`config.mk`:
```
export PLATFORM = sky130hd
export DESIGN_NAME = pipe_run_ctrl_flat
export DESIGN_NICKNAME = d
export VERILOG_FILES = /design/src/rtl/pipe_ctrl_pkg.sv /design/src/rtl/pipe_run_ctrl_if.sv /design/src/rtl/pipe_cmd_strobe.sv /design/src/rtl/pipe_run_ctrl.sv /design/src/flat_wrapper.sv
export SDC_FILE = /design/constraint.sdc
export NUM_CORES = 1
export LEC_CHECK = 0
export ABC_CLOCK_PERIOD_IN_PS = 4500
export BUFFER_PORTS_ARGS = -buffer_cell sky130_fd_sc_hd__buf_4
export CORE_MARGIN = 3
export CORE_UTILIZATION = 53
export DETAILED_ROUTE_END_ITERATION = 8
export PLACE_DENSITY_LB_ADDON = 0.2
export SYNTH_ARGS = -nofsm -noshare
export SYNTH_HDL_FRONTEND = slang
export SYNTH_SLANG_ARGS = --single-unit
```
`constraint.sdc`:
```
create_clock -name clk -period 4.5 [get_ports clk]
set_clock_uncertainty 0.15 [all_clocks]
set_input_delay 0.45 -clock clk [delete_from_list [all_inputs] [get_ports clk]]
set_output_delay 0.45 -clock clk [all_outputs]
set_load 0.01 [all_outputs]
```
`src/rtl/pipe_ctrl_pkg.sv`:
```
// pipe_ctrl_pkg: shared definitions for the pipeline run-control block.
//   run_state_e  : sequencer states, values are reported in status[2:0]
//   cmd_op_e     : host command opcodes carried in cmd_word[18:16]
//   halt_cause_e : halt cause reported in status[5:4]
//   HALT_INST_DEF: default fetched word that ends a program
//   cmd_accepted : which opcodes each state takes
package pipe_ctrl_pkg;

  typedef enum logic [2:0] {
    ST_IDLE   = 3'd0,
    ST_LOAD   = 3'd1,
    ST_RUN    = 3'd2,
    ST_STEP   = 3'd3,
    ST_DRAIN  = 3'd4,
    ST_HALTED = 3'd5
  } run_state_e;

  typedef enum logic [2:0] {
    OP_NOP   = 3'd0,
    OP_LOAD  = 3'd1,
    OP_RUN   = 3'd2,
    OP_STEP  = 3'd3,
    OP_HALT  = 3'd4,
    OP_SETPC = 3'd5,
    OP_ILL6  = 3'd6,
    OP_ILL7  = 3'd7
  } cmd_op_e;

  typedef enum logic [1:0] {
    CAUSE_NONE = 2'd0,  // also the breakpoint cause
    CAUSE_INST = 2'd1,
    CAUSE_CMD  = 2'd2,
    CAUSE_STEP = 2'd3
  } halt_cause_e;

  localparam logic [31:0] HALT_INST_DEF = 32'h0000_007F;

  // NOP is harmless everywhere except DRAIN, where every command is an error.
  function automatic logic cmd_accepted(input run_state_e st, input cmd_op_e op);
    logic ok;
    ok = 1'b0;
    case (st)
      ST_IDLE, ST_HALTED: ok = op inside {OP_NOP, OP_LOAD, OP_RUN, OP_STEP, OP_SETPC};
      ST_LOAD:            ok = op inside {OP_NOP, OP_RUN, OP_SETPC, OP_HALT};
      ST_RUN:             ok = op inside {OP_NOP, OP_HALT};
      ST_STEP:            ok = (op == OP_NOP);
      default:            ok = 1'b0;
    endcase
    return ok;
  endfunction

endpackage

```
`src/rtl/pipe_run_ctrl_if.sv`:
```
// pipe_run_ctrl_if: host register bundle between generic_regs and pipe_run_ctrl.
//   cmd_word  : SW reg, [31]=toggle strobe, [18:16]=opcode, [PC_W-1:0]=pc arg
//   status    : HW reg, [2:0]=state, [3]=cmd_err, [5:4]=halt cause, [6]=breakpoint hit
//   cycle_cnt : HW reg, cycles spent in RUN/STEP/DRAIN
// master = register block side, slave = run-control side.
interface pipe_run_ctrl_if;
  logic [31:0] cmd_word;
  logic [31:0] status;
  logic [31:0] cycle_cnt;

  modport master (output cmd_word, input status, input cycle_cnt);
  modport slave  (input cmd_word, output status, output cycle_cnt);
endinterface

```
`src/rtl/pipe_cmd_strobe.sv`:
```
// pipe_cmd_strobe: turns a toggle of cmd_word[31] into a one-cycle registered
// command pulse, capturing opcode and pc argument alongside it.
//   clk, reset : clock, asynchronous active-high reset
//   cmd_word   : host command register
//   cmd_fire   : one-cycle pulse, cycle after the toggle was seen
//   cmd_op     : opcode valid with cmd_fire
//   cmd_arg    : pc argument valid with cmd_fire
module pipe_cmd_strobe
  import pipe_ctrl_pkg::*;
#(
  parameter int unsigned PC_W = 9
) (
  input  logic            clk,
  input  logic            reset,
  input  logic [31:0]     cmd_word,
  output logic            cmd_fire,
  output cmd_op_e         cmd_op,
  output logic [PC_W-1:0] cmd_arg
);

  logic            strobe_q, strobe_d;
  logic            fire_q, fire_d;
  cmd_op_e         op_q, op_d;
  logic [PC_W-1:0] arg_q, arg_d;
  logic            unused_bits;

  assign unused_bits = ^{cmd_word[30:19], cmd_word[15:PC_W]};

  always_comb begin
    strobe_d = cmd_word[31];
    fire_d   = cmd_word[31] ^ strobe_q;
    op_d     = cmd_op_e'(cmd_word[18:16]);
    arg_d    = cmd_word[PC_W-1:0];
  end

  always_ff @(posedge clk or posedge reset) begin
    if (reset) begin
      strobe_q <= 1'b0;
      fire_q   <= 1'b0;
      op_q     <= OP_NOP;
      arg_q    <= '0;
    end else begin
      strobe_q <= strobe_d;
      fire_q   <= fire_d;
      op_q     <= op_d;
      arg_q    <= arg_d;
    end
  end

  assign cmd_fire = fire_q;
  assign cmd_op   = op_q;
  assign cmd_arg  = arg_q;

endmodule

```
`src/rtl/pipe_run_ctrl.sv`:
```
// pipe_run_ctrl: run-control sequencer for the 5-stage pipeline. Owns the PC,
// loads/runs/steps/halts/drains the pipeline on host commands.
//   clk, reset   : clock, asynchronous active-high reset
//   host         : cmd_word in, status and cycle_cnt out (pipe_run_ctrl_if.slave)
//   fetch_inst   : word currently fetched from imem port A
//   br_taken     : branch resolved taken in MEM, br_target is the new pc
//   pc           : instruction counter, drives imem addra
//   imem_load_en : host owns imem port B
//   pipe_flush   : clears ID/EX, EX/MEM, MEM/WB registers
// Optional macro PIPE_RUN_CTRL_BKPT_EN adds bkpt_addr/bkpt_en: in RUN a next
// pc equal to bkpt_addr stops fetch there and drains (cause 0, status[6]=1).
module pipe_run_ctrl
  import pipe_ctrl_pkg::*;
#(
  parameter int unsigned PC_W      = 9,
  parameter int unsigned DRAIN_CYC = 4,
  parameter logic [31:0] HALT_INST = HALT_INST_DEF
) (
  input  logic            clk,
  input  logic            reset,
  pipe_run_ctrl_if.slave  host,
  input  logic [31:0]     fetch_inst,
  input  logic            br_taken,
  input  logic [PC_W-1:0] br_target,
`ifdef PIPE_RUN_CTRL_BKPT_EN
  input  logic [PC_W-1:0] bkpt_addr,
  input  logic            bkpt_en,
`endif
  output logic [PC_W-1:0] pc,
  output logic            imem_load_en,
  output logic            pipe_flush
);

  localparam int unsigned DRAIN_W = (DRAIN_CYC > 2) ? $clog2(DRAIN_CYC) : 1;
  localparam logic [DRAIN_W-1:0] DRAIN_LAST = DRAIN_W'(DRAIN_CYC - 1);

  logic            cmd_fire;
  cmd_op_e         cmd_op;
  logic [PC_W-1:0] cmd_arg;

  pipe_cmd_strobe #(.PC_W(PC_W)) u_strobe (
    .clk      (clk),
    .reset    (reset),
    .cmd_word (host.cmd_word),
    .cmd_fire (cmd_fire),
    .cmd_op   (cmd_op),
    .cmd_arg  (cmd_arg)
  );

  run_state_e       state_q, state_d;
  logic [PC_W-1:0]  pc_q, pc_d;
  logic             err_q, err_d;
  halt_cause_e      cause_q, cause_d;
  logic             bkpt_q, bkpt_d;
  logic [31:0]      cnt_q, cnt_d;
  logic [DRAIN_W-1:0] drain_q, drain_d;
  logic             load_en_q, load_en_d;
  logic             flush_q, flush_d;

  logic             acc, halt_inst, enter_run;
  logic [PC_W-1:0]  pc_inc, pc_nxt;

  always_comb begin
    state_d   = state_q;
    pc_d      = pc_q;
    err_d     = err_q;
    cause_d   = cause_q;
    bkpt_d    = bkpt_q;
    cnt_d     = cnt_q;
    drain_d   = drain_q;

    pc_inc    = (pc_q == '1) ? pc_q : pc_q + 1'b1;
    pc_nxt    = br_taken ? br_target : pc_inc;
    halt_inst = (fetch_inst == HALT_INST);
    acc       = cmd_accepted(state_q, cmd_op);

    if (cmd_fire && !acc) err_d = 1'b1;
    if (state_q inside {ST_RUN, ST_STEP, ST_DRAIN}) cnt_d = cnt_q + 32'd1;

    case (state_q)
      ST_IDLE, ST_HALTED: begin
        if (cmd_fire && acc) begin
          case (cmd_op)
            OP_LOAD:  begin state_d = ST_LOAD; err_d = 1'b0; end
            OP_RUN:   state_d = ST_RUN;
            OP_STEP:  state_d = ST_STEP;
            OP_SETPC: begin pc_d = cmd_arg; cnt_d = '0; end
            default:  ;
          endcase
        end
      end
      ST_LOAD: begin
        if (cmd_fire && acc) begin
          case (cmd_op)
            OP_RUN:   state_d = ST_RUN;
            OP_SETPC: begin state_d = ST_IDLE; pc_d = cmd_arg; cnt_d = '0; end
            OP_HALT:  state_d = ST_IDLE;
            default:  ;
          endcase
        end
      end
      ST_RUN: begin
        // A halt stops fetch at the current pc; a taken branch still wins.
        if (halt_inst || (cmd_fire && acc && cmd_op == OP_HALT)) begin
          state_d = ST_DRAIN;
          drain_d = '0;
          pc_d    = br_taken ? br_target : pc_q;
          cause_d = halt_inst ? CAUSE_INST : CAUSE_CMD;
        end else begin
          pc_d = pc_nxt;
`ifdef PIPE_RUN_CTRL_BKPT_EN
          if (bkpt_en && pc_nxt == bkpt_addr) begin
            state_d = ST_DRAIN;
            drain_d = '0;
            cause_d = CAUSE_NONE;
            bkpt_d  = 1'b1;
          end
`endif
        end
      end
      ST_STEP: begin
        pc_d    = pc_nxt;
        state_d = ST_DRAIN;
        drain_d = '0;
        cause_d = CAUSE_STEP;
      end
      ST_DRAIN: begin
        if (br_taken) pc_d = br_target;
        if (drain_q == DRAIN_LAST) state_d = ST_HALTED;
        else                       drain_d = drain_q + 1'b1;
      end
      default: state_d = ST_IDLE;
    endcase

    enter_run = (state_d inside {ST_RUN, ST_STEP}) && (state_d != state_q);
    if (enter_run) begin
      cause_d = CAUSE_NONE;
      bkpt_d  = 1'b0;
    end

    load_en_d = (state_d == ST_LOAD);
    flush_d   = (state_d inside {ST_IDLE, ST_LOAD}) || enter_run;
  end

  always_ff @(posedge clk or posedge reset) begin
    if (reset) begin
      state_q   <= ST_IDLE;
      pc_q      <= '0;
      err_q     <= 1'b0;
      cause_q   <= CAUSE_NONE;
      bkpt_q    <= 1'b0;
      cnt_q     <= '0;
      drain_q   <= '0;
      load_en_q <= 1'b0;
      flush_q   <= 1'b1;
    end else begin
      state_q   <= state_d;
      pc_q      <= pc_d;
      err_q     <= err_d;
      cause_q   <= cause_d;
      bkpt_q    <= bkpt_d;
      cnt_q     <= cnt_d;
      drain_q   <= drain_d;
      load_en_q <= load_en_d;
      flush_q   <= flush_d;
    end
  end

  assign pc             = pc_q;
  assign imem_load_en   = load_en_q;
  assign pipe_flush     = flush_q;
  assign host.status    = {25'd0, bkpt_q, cause_q, err_q, state_q};
  assign host.cycle_cnt = cnt_q;

endmodule
```
`src/flat_wrapper.sv`:
```
// flat-port wrapper written by rule: the top's interface ports become plain ports
module pipe_run_ctrl_flat import pipe_ctrl_pkg::*;
#(
  parameter int unsigned PC_W      = 9,
  parameter int unsigned DRAIN_CYC = 4,
  parameter logic [31:0] HALT_INST = HALT_INST_DEF
)
  (clk, reset, fetch_inst, br_taken, br_target, pc, imem_load_en, pipe_flush, host_cmd_word, host_status, host_cycle_cnt);
  pipe_run_ctrl_if host_i ();
  input  logic clk;
  input  logic reset;
  input  logic [31:0] fetch_inst;
  input  logic br_taken;
  input  logic [PC_W-1:0] br_target;
  output logic [PC_W-1:0] pc;
  output logic imem_load_en;
  output logic pipe_flush;
  input wire logic [$bits(host_i.cmd_word)-1:0] host_cmd_word;
  output wire logic [$bits(host_i.status)-1:0] host_status;
  output wire logic [$bits(host_i.cycle_cnt)-1:0] host_cycle_cnt;
  assign host_i.cmd_word = host_cmd_word;
  assign host_status = host_i.status;
  assign host_cycle_cnt = host_i.cycle_cnt;
  pipe_run_ctrl #(.PC_W(PC_W), .DRAIN_CYC(DRAIN_CYC), .HALT_INST(HALT_INST)) u_core (.clk(clk), .reset(reset), .host(host_i), .fetch_inst(fetch_inst), .br_taken(br_taken), .br_target(br_target), .pc(pc), .imem_load_en(imem_load_en), .pipe_flush(pipe_flush));
endmodule
```
---- Word-level counts from Yosys, hierarchy flattened ----
Index checks and enable logic that the tools add are counted.
storage, ports and cells
  register bits after elaboration ......... 65
  bits of input ports ..................... 76
  output and inout port bits .............. 75
  word-level logic and storage cells ...... 92
cells by class
  bitwise operators ....................... 1
  multiplexer cells ....................... 30
  equality and inequality tests ........... 22
  reduce and logical (&&, ||, !) cells .... 24
  $add $sub $neg .......................... 3
operator list
  cell                     count
  $mux W32                 4
  $mux W9                  6
  $pmux W9 S4              1
  $add A32 B1 Y32 const B  1
  $eq A32 B7 Y1 const B    1
  $eq A3 B2 Y1 const B     6
  $pmux W3 S5              1
  $eq A3 B3 Y1 const B     4
  $mux W3                  4
  $mux W2                  5
  $add A9 B1 Y9 const B    1
  $eq A3 B1 Y1 const B     3
  $eq A9 B9 Y1 const B     1
  $logic_not A3 Y1         3
  $pmux W3 S3              1
  $reduce_bool A4 Y1       2
  $pmux W2 S3              1
  $pmux W3 S2              1
  $reduce_and A3 Y1        2
  $reduce_bool A2 Y1       3
  $reduce_bool A3 Y1       2
  $reduce_bool A5 Y1       1
  $logic_and A1 B1 Y1      4
  $mux W1                  4
  14 further kinds         18

---- Depth between registers and ports, before layout ----
Gate-level depths: netlist of the first run.
  depth after elaboration ................. 13
  depth in mapped cells ................... 9
  mapped depth without buffers ............ 7

---- Cells and area by module ----
A second synthesis of the first run with hierarchy kept.
second synthesis, totals
  cells, all modules ...................... 419
  area total of the unflattened synthesis .. 3799.9 um^2
modules (own cells, without submodules)
  module           area an instance (um^2)  instances  sequential area each (um^2)  cells each
  pipe_run_ctrl    3437.0                   1          1277.5                       403
  pipe_cmd_strobe  362.8                    1          350.3                        16

---- Worst setup path after synthesis of the first run ----
OpenSTA, ideal clock, no wires.
  path kind ............................... register to register
  start ................................... register u_core.state_q[0]
  end ..................................... register u_core.cnt_q[21], in the netlist u_core.host.cycle_cnt[21]
  data arrival time ....................... 2050 ps
  clock period less this slack ............ 2319 ps
  data required time ...................... 4231 ps
  buffers on the path ..................... 1
  slack ................................... 2181 ps
  cell stages (with the launch flop) ...... 8
  setup time .............................. 119 ps
  cells stage by stage .................... dfrtp_1 or3b_4 a2111oi_4 and4_1 buf_4 nand2_1 xnor2_1 and2_1
between the ends
  longest elaborated chain between the ends .. 6
  elaborated cells on any way between the ends .. 15
  those cells by class .................... eq/ne (5); mux (5); reduce/logical (5)
RTL lines
  element                                                        RTL line                                  text
  from (decl)                                                    pipe_run_ctrl.sv:50                       run_state_e state_q, state_d;
  from (signal assigned)                                         pipe_run_ctrl.sv:157                      state_q <= state_d;
  $eq A3 B3 Y1, or another cell as far along                     pipe_ctrl_pkg.sv:42, pipe_run_ctrl.sv:80
  $reduce_or A2 Y1 / $reduce_bool A3 Y1 (equally long branches)  n/a
  $pmux W1 S4 / $mux W32 (equally long branches)                 pipe_ctrl_pkg.sv:42, pipe_run_ctrl.sv:78
  $logic_and A1 B1 Y1 / $mux W32 (equally long branches)         n/a
  $mux W32                                                       pipe_run_ctrl.sv:93                       if (cmd_fire && acc) begin
  $mux W32 (*)                                                   n/a
  net u_core.cnt_d[21]                                           pipe_run_ctrl.sv:55                       logic [31:0] cnt_q, cnt_d;
  to (signal assigned)                                           pipe_run_ctrl.sv:162                      cnt_q <= cnt_d;
  to (decl)                                                      pipe_run_ctrl.sv:55
The timed path passes the listed nets; every way through them passes the cells marked *.
A chain may end at the register's enable or synchronous reset.

---- Worst setup path after layout of the first run ----
  start ................................... register u_core.state_q[2]
  end ..................................... register u_core.cnt_q[17], in the netlist u_core.host.cycle_cnt[17]
Same word-level chain as after synthesis.

==> metrics.md, run 1 <==
| Metric | Value |
|---|---|
| Status | complete, no violations |
| # IOs | 151 |
| Seq cells post-synth | 65 |
| Post-DP HPWL | 6.58 mm |
| Antenna violations before repair | 0 |
| Height of the chip | 90.4 um |
| Post-synth ARST share | 1.00 |
| Layout cells sized above 1 | 0.255 |
| Mean Syn Cell Area | 9.05 um^2 |
| Fin nets | 592 |
| Row cnt | 30 |
| Fin util | 0.695 |
| Routed Antenna Nets | 0 |
| Commonest non-fill, non-tap cell in the layout | buf_4 |
| Number of synthesized flops with an enable pin | 0 |
| RSZ-0062 raised after global routing | no |
| Via count | 3379 |
| Max-slew violation count | 0 |
| Via/cell ratio | 5.50 |
| Setup slack at placement | 1.72 ns |
| Final WL | 9.22 mm |
| Final setup viols | 0 |
| Yosys top cell by area | dfrtp_1 |
| Synth warn | 0 |
| Worst slew pin tran | 0.682 ns |
| Crit path max-delay family | simple AND/OR/NAND/NOR gates |
| TNS Setup | 0 ns |
| Gr ovfl total | 0 |
| Setup bufs post-CTS | 0 |
| Placed cells | 598 |
| Final hold vios | 0 |
| TritonCTS Buffers | 9 |
| Total of max-cap violations | 0 |
| Rel. slew slack | 0.544 |
| Final Cycle Share | 0.622 |
| Clk buf depth | 2 |
| First-pass GRT wire length | 15.5 mm |
| H-tree depth | 3 |
| Worst-path cell chain | or3b_4, a2111oi_4, and4_1, nand3_1, xor2_1, nor2_1 |
| Die W | 90.4 um |
| Power Density | 463 nW/um^2 |
| Commonest cells after routing, fill and taps aside | 109 x buf_4, 64 x dfrtp_1, 49 x nand2_1 |
| Clk root buf | clkbuf_8 |
| Worst r2r src | u_core.state_q[2] |
| CP Buf/Inv Count | 0 |
| Post-DP Area | 4500 um^2 |
| Worst hold path class | in2reg |
| Finished Cell Area | 4740 um^2 |
| Area of the die | 8170 um^2 |
| Crit path DAT | 2.85 ns |
| Largest net degree at the start of global routing | 42 |
| Hold Startpoint | host_cmd_word[3] |
| Reg clk slew, reported paths | 0.08 ns |
| CTS tree | yes |
| Mapped Area | 3770 um^2 |
| CP endpoint kind | register |
| Req. time, crit path | 4.55 ns |
| Iter 0 DRT Violations | 172 |
| Setup ws final | 1.70 ns |
| Post-synthesis cell type count | 58 |
| Placer Congestion | 0.879 |
| Worst-Skew Late Latency | 0.34 ns |
| Critical Path Start | u_core.state_q[2] |
| Number of global-route vias before repair | 3278 |
| DRC | 0 |
| Met1 WL | 3.72 mm |
| Port bufs | 105 |
| Post-synth top flop | dfrtp_1 |
| Crit-path max FO | 13 |
| Crit path kind | reg2reg |
| Static Leak | 2.29 nW |
| Top sig layer | met4 |
| Peak VDD IR | 221 uV |
| DR pass1 iterations | 5 |
| Synthesized instance count | 417 |
| Final min period | 2.80 ns |
| Core area | 6830 um^2 |
| Finished Layout Cells | 614 |
| Clock Sink Count | 65 |
| Hold-fix buffers, CTS | 0 |
| GR Util All Layers | 0.231 |
| Wire length per cell | 15.0 um |
| Sequential area share after synthesis | 0.431 |
| Critical Path Slowest Stage Cell | dfrtp_1 |
| Post-synth top area share | 0.424 |
| Routed wire length on met2 | 4.60 mm |
| Routed wl met3 | 735 um |
| ANT cells | 0 |
| Critical Path Source Type | register |
| CTS resizes | 0 |
| Highest clock rate | 357 MHz |
| Initial Util | 0.552 |
| Area grow syn2layout | 25.7% |
| CP max stage delay | 0.61 ns |
| Synth top area cells | dfrtp_1 42%, xor2_1 6.5%, buf_4 5.8%, nand2_1 4.9%, nor2_1 4.7% |
registers in the layout, indices dropped and copies added, names as in the netlist, 2 cells and up:
name                     count
u_core.u_strobe.cmd_arg      9
u_core.drain_q               2
u_core.state_q               3
u_core.host.cycle_cnt       32
u_core.u_strobe.cmd_op       3
u_core.cause_q               2
u_core.pc                    9
layout make-up:
| cell class | instances | area [um^2] |
|---|---|---|
| Sequential cell | 65 | 1630 |
| Multi-Input combinational cell | 322 | 1910 |
| Clock buffer | 9 | 124 |
| Inverter | 6 | 22.5 |
| Clock inverter | 7 | 119 |
| Timing Repair Buffer | 109 | 818 |
| Tap cell | 96 | 120 |
| Fill cell | 571 | 2090 |
cell usage after synthesis (6+ instances only):
master and instances:
dfrtp_1 64, nand4_1 12, buf_2 7, nand2b_1 7
buf_4 29, a21oi_1 18, clkbuf_1 11, inv_1 6
nand3_1 22, nor2_1 47, and4_1 7, nand2_1 49
nor4_1 6, and3_1 11, xnor2_1 6, xor2_1 28
nor2b_1 8, o21ai_0 10
final timing paths:
path	endpoint	slack, ns	depth (start not counted)
min reg2reg	u_core.u_strobe.cmd_fire	0.29	1
max reg2reg	u_core.host.cycle_cnt[17]	1.70	6
min	u_core.u_strobe.cmd_arg[3]	0.06	1
min in group asynchronous	u_core.host.cycle_cnt[14]	0.07	2
max in group asynchronous	u_core.host.cycle_cnt[17]	3.26	3
max	u_core.host.cycle_cnt[17]	1.70	6
stage by stage:
step	hold WS [ns]	power [W]
3_3_place_gp	0.278	0.00156
5_1_grt	0.0432	0.00235
2_1_floorplan	0.270	0.00132
3_5_place_dp	0.289	0.00160
4_1_cts	0.0476	0.00221
6_report	0.0592	0.00220
metal layers:
layer	vias to the layer above	track usage
met5	-	0
met4	0	0.0931
met3	14	0.0583
met2	152	0.391
met1	1613	0.281
li1	1600	-
where the power goes:
| group | internal (W) | switching, W | total (W) |
|---|---|---|---|
| Sequential | 0.000684 | 0.000155 | 0.000839 |
| Clock | 0.000368 | 0.000240 | 0.000607 |
| Combinational | 0.000344 | 0.000408 | 0.000752 |
| Total | 0.00140 | 0.000803 | 0.00220 |
kinds of logic after synthesis:
group / after synthesis / synth area share
compound gates: 62 / 0.122
xor+xnor: 34 / 0.0789
fa+ha+maj: 3 / 0.00995
buf+inv: 55 / 0.0865
flops: 65 / 0.431
mux: 5 / 0.0133
other cells: 1 / 0.000994
simple gates: 192 / 0.257
Power figures use the tool's default switching activity.
==> run 2, diff against run 1 <==
ABC_AREA = 1   (was default)
ABC_CLOCK_PERIOD_IN_PS = 2300   (was 4500)
CORE_UTILIZATION = 46   (was 53)
clock period = 2.3 ns   (was 4.5 ns; I/O delays follow)
==> metrics.md, run 2 <==
| Metric | Value |
|---|---|
| Finished Layout Cells | 893 |
| Rel. slew slack | 0.586 |
| CTS resizes | 0 |
| Post-synthesis cell type count | 41 |
| # IOs | 151 |
| Commonest non-fill, non-tap cell in the layout | nand2_1 |
| Peak VDD IR | 377 uV |
| Critical Path Source Type | register |
| Critical Path Start | u_core.state_q[0] |
| DR pass1 iterations | 4 |
| Highest clock rate | 477 MHz |
| RSZ-0062 raised after global routing | no |
| Number of global-route vias before repair | 4252 |
| Clock Sink Count | 65 |
| Cell with the most instances after synthesis | nand2_1 |
| Row cnt | 35 |
| Worst slew pin tran | 0.621 ns |
| TNS Setup | 0 ns |
| Largest net degree at the start of global routing | 29 |
| Crit-path max FO | 10 |
| Via count | 4453 |
| Final min period | 2.09 ns |
| Iter 0 DRT Violations | 207 |
| CP endpoint kind | register |
| Initial Util | 0.478 |
| Final Cycle Share | 0.911 |
| Commonest cells after routing, fill and taps aside | 156 x nand2_1, 117 x buf_4, 89 x nor2_1 |
| ANT cells | 0 |
| Gr ovfl total | 0 |
| Core area | 9370 um^2 |
| Antenna violations before repair | 0 |
| Reg clk slew, reported paths | 0.07 ns |
| TritonCTS Buffers | 9 |
| Synth top area cells | dfrtp_1 36%, nand2_1 13%, nor2_1 7.5%, nand3_1 6.6%, inv_1 5.7% |
| Post-DP Area | 5380 um^2 |
| Gate power share | 0.439 |
| Post-DP HPWL | 8.76 mm |
| Fin nets | 838 |
| Placer Congestion | 0.949 |
| Total of max-cap violations | 0 |
| DRC | 0 |
| Hold Startpoint | br_target[0] |
| Seq cells post-synth | 65 |
| Psw | 0.00202 W |
| Status | complete, no violations |
| Max-slew violation count | 0 |
| Worst hold path class | in2reg |
| Layout cells sized above 1 | 0.237 |
| Power Density | 863 nW/um^2 |
| Final setup viols | 0 |
| Routed Antenna Nets | 0 |
| Wire length per cell | 13.1 um |
| Synth warn | 0 |
| Area of the die | 11000 um^2 |
| Mapped Area | 4480 um^2 |
| Switching Share | 0.410 |
| Req. time, crit path | 2.37 ns |
| Hold-fix buffers, CTS | 14 |
| Mean Syn Cell Area | 7.13 um^2 |
| Final WL | 11.7 mm |
| Die W | 105 um |
| First-pass GRT wire length | 19.7 mm |
| Clk root buf | clkbuf_8 |
| Worst-Skew Late Latency | 0.34 ns |
| R2R depth | 11 |
| Post-synth top area share | 0.357 |
| Worst r2r src | u_core.state_q[0] |
| Internal power | 0.00291 W |
| Crit path DAT | 2.17 ns |
| CTS tree | yes |
| Clk buf depth | 2 |
| Port bufs | 105 |
| Sequential area share after synthesis | 0.363 |
| Clk pwr share | 0.196 |
| Via/cell ratio | 4.99 |
| Seq pwr share | 0.365 |
| Post-synth ARST share | 1.00 |
| WHS Path Cells | 7 |
| Height of the chip | 105 um |
| H-tree depth | 3 |
| Area grow syn2layout | 27.3% |
| Crit path kind | reg2reg |
| Final hold vios | 0 |
| Number of synthesized flops with an enable pin | 0 |
| Static Leak | 2.89 nW |
| Placed cells | 863 |
| Post-synth top cells | 156 x nand2_1, 89 x nor2_1, 68 x inv_1 |
| Post-synth top flop | dfrtp_1 |
| Setup bufs post-CTS | 0 |
| Yosys top cell by area | dfrtp_1 |
| Synthesized instance count | 629 |
| Max FFs per register | 32 |
| GR Util All Layers | 0.219 |
| Finished Cell Area | 5710 um^2 |
==> run 2: changes by cell type in the layout (fill, tap and decap cells not counted), sizes merged, moves of 11 or more <==
cell	before	now
nand3	22	67
o21ai	11	23
inv	6	74
dlygate4sd3	0	14
nand2	49	168
and3	11	0
nor2	47	99
==> run 2: layer usage <==
| metal | wire length (um) | GRT usage | up-vias |
|---|---|---|---|
| met1 | 4890 | 0.274 | 2032 |
| met3 | 888 | 0.0445 | 27 |
| met2 | 5580 | 0.369 | 192 |
| li1 | - | - | 2202 |
| met4 | 305 | 0.0900 | 0 |
| met5 | 0 | 0 | - |
==> run 2: per-stage QoR <==
step                total power [W]  hold slack (ns)  utilization  setup WS [ns]
finish                      0.00492            0.278        0.609          0.205
detailed placement          0.00396            0.191        0.574          0.231
CTS                         0.00496            0.244        0.609          0.204
global placement            0.00390            0.189        0.574          0.263
floorplan                   0.00311            0.111            -          0.295
global route                0.00533            0.309        0.609        0.00909
==> run 2: layout make-up <==
class,instances,area (um^2)
clock buffers,13,149
clock inverters,3,40.0
fillers,881,3660
inverters,75,284
multi-input cells,476,2410
flip-flops and latches,65,1630
well taps,129,161
repair buffers,132,1040
==> run 2: power groups by stage <==
| stage | Clock (W) | Combinational (W) | Sequential (W) |
|---|---|---|---|
| 2_1_floorplan | 0 | 0.00126 | 0.00185 |
| 3_3_place_gp | 0 | 0.00210 | 0.00180 |
| 3_5_place_dp | 0 | 0.00215 | 0.00181 |
| 4_1_cts | 0.000991 | 0.00218 | 0.00179 |
| 5_1_grt | 0.00105 | 0.00244 | 0.00185 |
| 6_report | 0.000965 | 0.00216 | 0.00179 |
==> run 2: logic make-up (layout without fill, tap and decap cells) <==
group | Yosys count | after routing | synth area share
AO/OA/AOI/OAI | 45 | 45 | 0.0597
XOR/XNOR | 27 | 27 | 0.0528
other | 1 | 26 | 0.000837
buffers and inverters | 113 | 223 | 0.121
flip-flops | 65 | 65 | 0.363
AND/OR/NAND/NOR | 375 | 375 | 0.394
adder cells (fa/ha/maj) | 3 | 3 | 0.00838
==> run 2: worst max-delay path: stages, from the launching register on <==
cell and delay [ns]:
dfrtp_1 0.47, nor2_2 0.20, nand2_4 0.12, nand2_4 0.15, nand2_4 0.07, nor2_4 0.12
nand3_4 0.11, nor2_4 0.15, inv_2 0.06, nor2_2 0.09, xor2_1 0.19, nor2_1 0.07
==> run 2: worst paths after layout <==
| check | end | slack (ns) |
|---|---|---|
| min in group asynchronous | u_core.host.cycle_cnt[31] | 0.38 |
| hold / removal | u_core.pc[0] | 0.28 |
| hold reg to reg | u_core.u_strobe.cmd_fire | 0.28 |
| setup / recovery | u_core.host.cycle_cnt[15] | 0.21 |
| max in group asynchronous | u_core.pipe_flush | 0.92 |
| setup reg to reg | u_core.host.cycle_cnt[15] | 0.21 |
==> run 3, diff against run 2 <==
ABC_CLOCK_PERIOD_IN_PS = 2350   (was 2300)
CORE_UTILIZATION = 51   (was 46)
clock period = 2.35 ns   (was 2.3 ns; I/O delays follow)
==> metrics.md, run 3 (synthesis gave the netlist of run 2 again) <==
| Metric | Value |
|---|---|
| ANT cells | 0 |
| Layout cells sized above 1 | 0.235 |
| Core area | 8380 um^2 |
| TritonCTS Buffers | 9 |
| CP max stage delay | 0.47 ns |
| Req. time, crit path | 2.48 ns |
| Commonest cells after routing, fill and taps aside | 156 x nand2_1, 115 x buf_4, 89 x nor2_1 |
| Wire length per cell | 13.7 um |
| Die W | 99.7 um |
| Top sig layer | met4 |
| Clock Sink Count | 65 |
| CTS resizes | 0 |
| Worst R2R End | u_core.pc[7] |
| Number of global-route vias before repair | 4302 |
| Worst-Skew Late Latency | 0.34 ns |
| Area of the die | 9950 um^2 |
| TNS Setup | 0 ns |
| RSZ-0062 raised after global routing | no |
| Worst-path cell chain | ha_1, inv_1, nor2_1, nand3_2, nand2_1, inv_1, nand2_1, nand2_1, o21ai_0, inv_1, nand3_1, nand2_1, nand2_1 |
| Status | complete, no violations |
| Routed Antenna Nets | 0 |
| Crit path max-delay family | simple AND/OR/NAND/NOR gates |
| Final Cycle Share | 0.900 |
| Hold Startpoint | br_target[0] |
| DR pass1 iterations | 5 |
| Critical Path Source Type | register |
| Worst slew pin tran | 0.501 ns |
| Max-slew violation count | 0 |
| Crit path DAT | 2.25 ns |
| Max FFs per register | 32 |
| Iter 0 DRT Violations | 209 |
| Clk buf depth | 2 |
| Crit-path max FO | 7 |
| Met1 WL | 4.79 mm |
| Gr ovfl total | 0 |
| Critical Path Most Common Cell | nand2_1 |
| CP Buf/Inv Count | 3 |
| Clk root buf | clkbuf_8 |
| Hold Path Sink | u_core.pc[0] |
| Static Leak | 2.88 nW |
| Final hold vios | 0 |
| Commonest non-fill, non-tap cell in the layout | nand2_1 |
| Final WL | 11.9 mm |
| First-pass GRT wire length | 19.9 mm |
| Power Density | 858 nW/um^2 |
| Height of the chip | 99.7 um |
| Reg-to-reg slack, setup | 0.24 ns |
| Highest clock rate | 473 MHz |
| Area grow syn2layout | 26.5% |
| GR Util All Layers | 0.247 |
| Port bufs | 105 |
| Worst hold path class | in2reg |
| DRC | 0 |
| H-tree depth | 3 |
| Final setup viols | 0 |
| CTS tree | yes |
| Antenna violations before repair | 0 |
| Tot Pwr | 0.00487 W |
| Post-DP HPWL | 8.94 mm |
| Final min period | 2.11 ns |
| Initial Util | 0.535 |
| # IOs | 151 |
| Routed wl met3 | 944 um |
| Worst r2r src | u_core.pc[1] |
| Reg clk slew, reported paths | 0.07 ns |
| Via count | 4462 |
| Largest net degree at the start of global routing | 44 |
| Post-DP Area | 5330 um^2 |
| Critical Path Start | u_core.pc[1] |
| Peak VDD IR | 433 uV |
| Fin nets | 836 |
| CP endpoint kind | register |
| Via/cell ratio | 5.15 |
| R2R depth | 13 |
| WHS Path Cells | 7 |
| Total of max-cap violations | 0 |
| Placer Congestion | 0.931 |
| Finished Cell Area | 5670 um^2 |
| Rel. slew slack | 0.665 |
| Critical Path Slowest Stage Cell | dfrtp_1 |
| Crit path kind | reg2reg |
| Setup bufs post-CTS | 0 |
| Routed wire length on met2 | 5.86 mm |
| Number of stages on the worst setup path | 13 |
| Row cnt | 33 |
run 3: cell types whose count changed in the layout (fill, tap and decap cells not counted), sizes merged:
cell | previous run | this run
buf | 118 | 116
clkinv | 3 | 1
clkinvlp | 0 | 1
run 3: where the power goes:
part	total [W]	switching [W]	internal (W)
Combinational	0.00209	0.00118	0.000908
Sequential	0.00179	0.000392	0.00140
Clock	0.000983	0.000439	0.000544
run 3: per-layer routing:
layer	GRT usage	up-vias
li1	-	2206
met5	0	-
met2	0.427	176
met4	0.0851	0
met1	0.300	2054
met3	0.0568	26
run 3: metrics by stage:
| step | hold slack [ns] | setup WS [ns] | std cells | utilization |
|---|---|---|---|---|
| final | 0.300 | 0.235 | 866 | 0.676 |
| after floorplan | 0.116 | 0.340 | 654 | - |
| after detailed placement | 0.158 | 0.262 | 837 | 0.636 |
| after global placement | 0.154 | 0.351 | 837 | 0.636 |
| after CTS | 0.280 | 0.241 | 866 | 0.676 |
| after global routing | 0.332 | 0.0600 | 866 | 0.676 |
run 3: worst max path at each step:
stage / to / slack, ns
after detailed placement: u_core.pc[7] / 0.26
final: u_core.pc[7] / 0.24
after global routing: u_core.pc[7] / 0.06
after global placement: u_core.pc[6] / 0.35
after CTS: u_core.pc[7] / 0.24
after floorplan: u_core.cause_q[0] / 0.34
run 3: repair_timing:
item	4_1_cts	5_1_grt
endpoints found under the hold margin	35	0
hold buffers	14	0
setup endpoints to repair	0	0
run 3: layout make-up:
type / instances / area, um^2
clock inverter: 2 / 37.5
inverter: 75 / 284
clock buffer: 13 / 159
sequential: 65 / 1630
tap: 105 / 131
multi-input combinational: 476 / 2410
timing repair buffer: 130 / 1020
fill: 733 / 2710
run 3: tightest hold or removal path, cell delays in order:
cell	delay (ns)
buf_4	0.08
nor2_1	0.04
nor2_1	0.13
a21oi_1	0.09
nand3_1	0.07
nand2_1	0.05
nand2_1	0.05
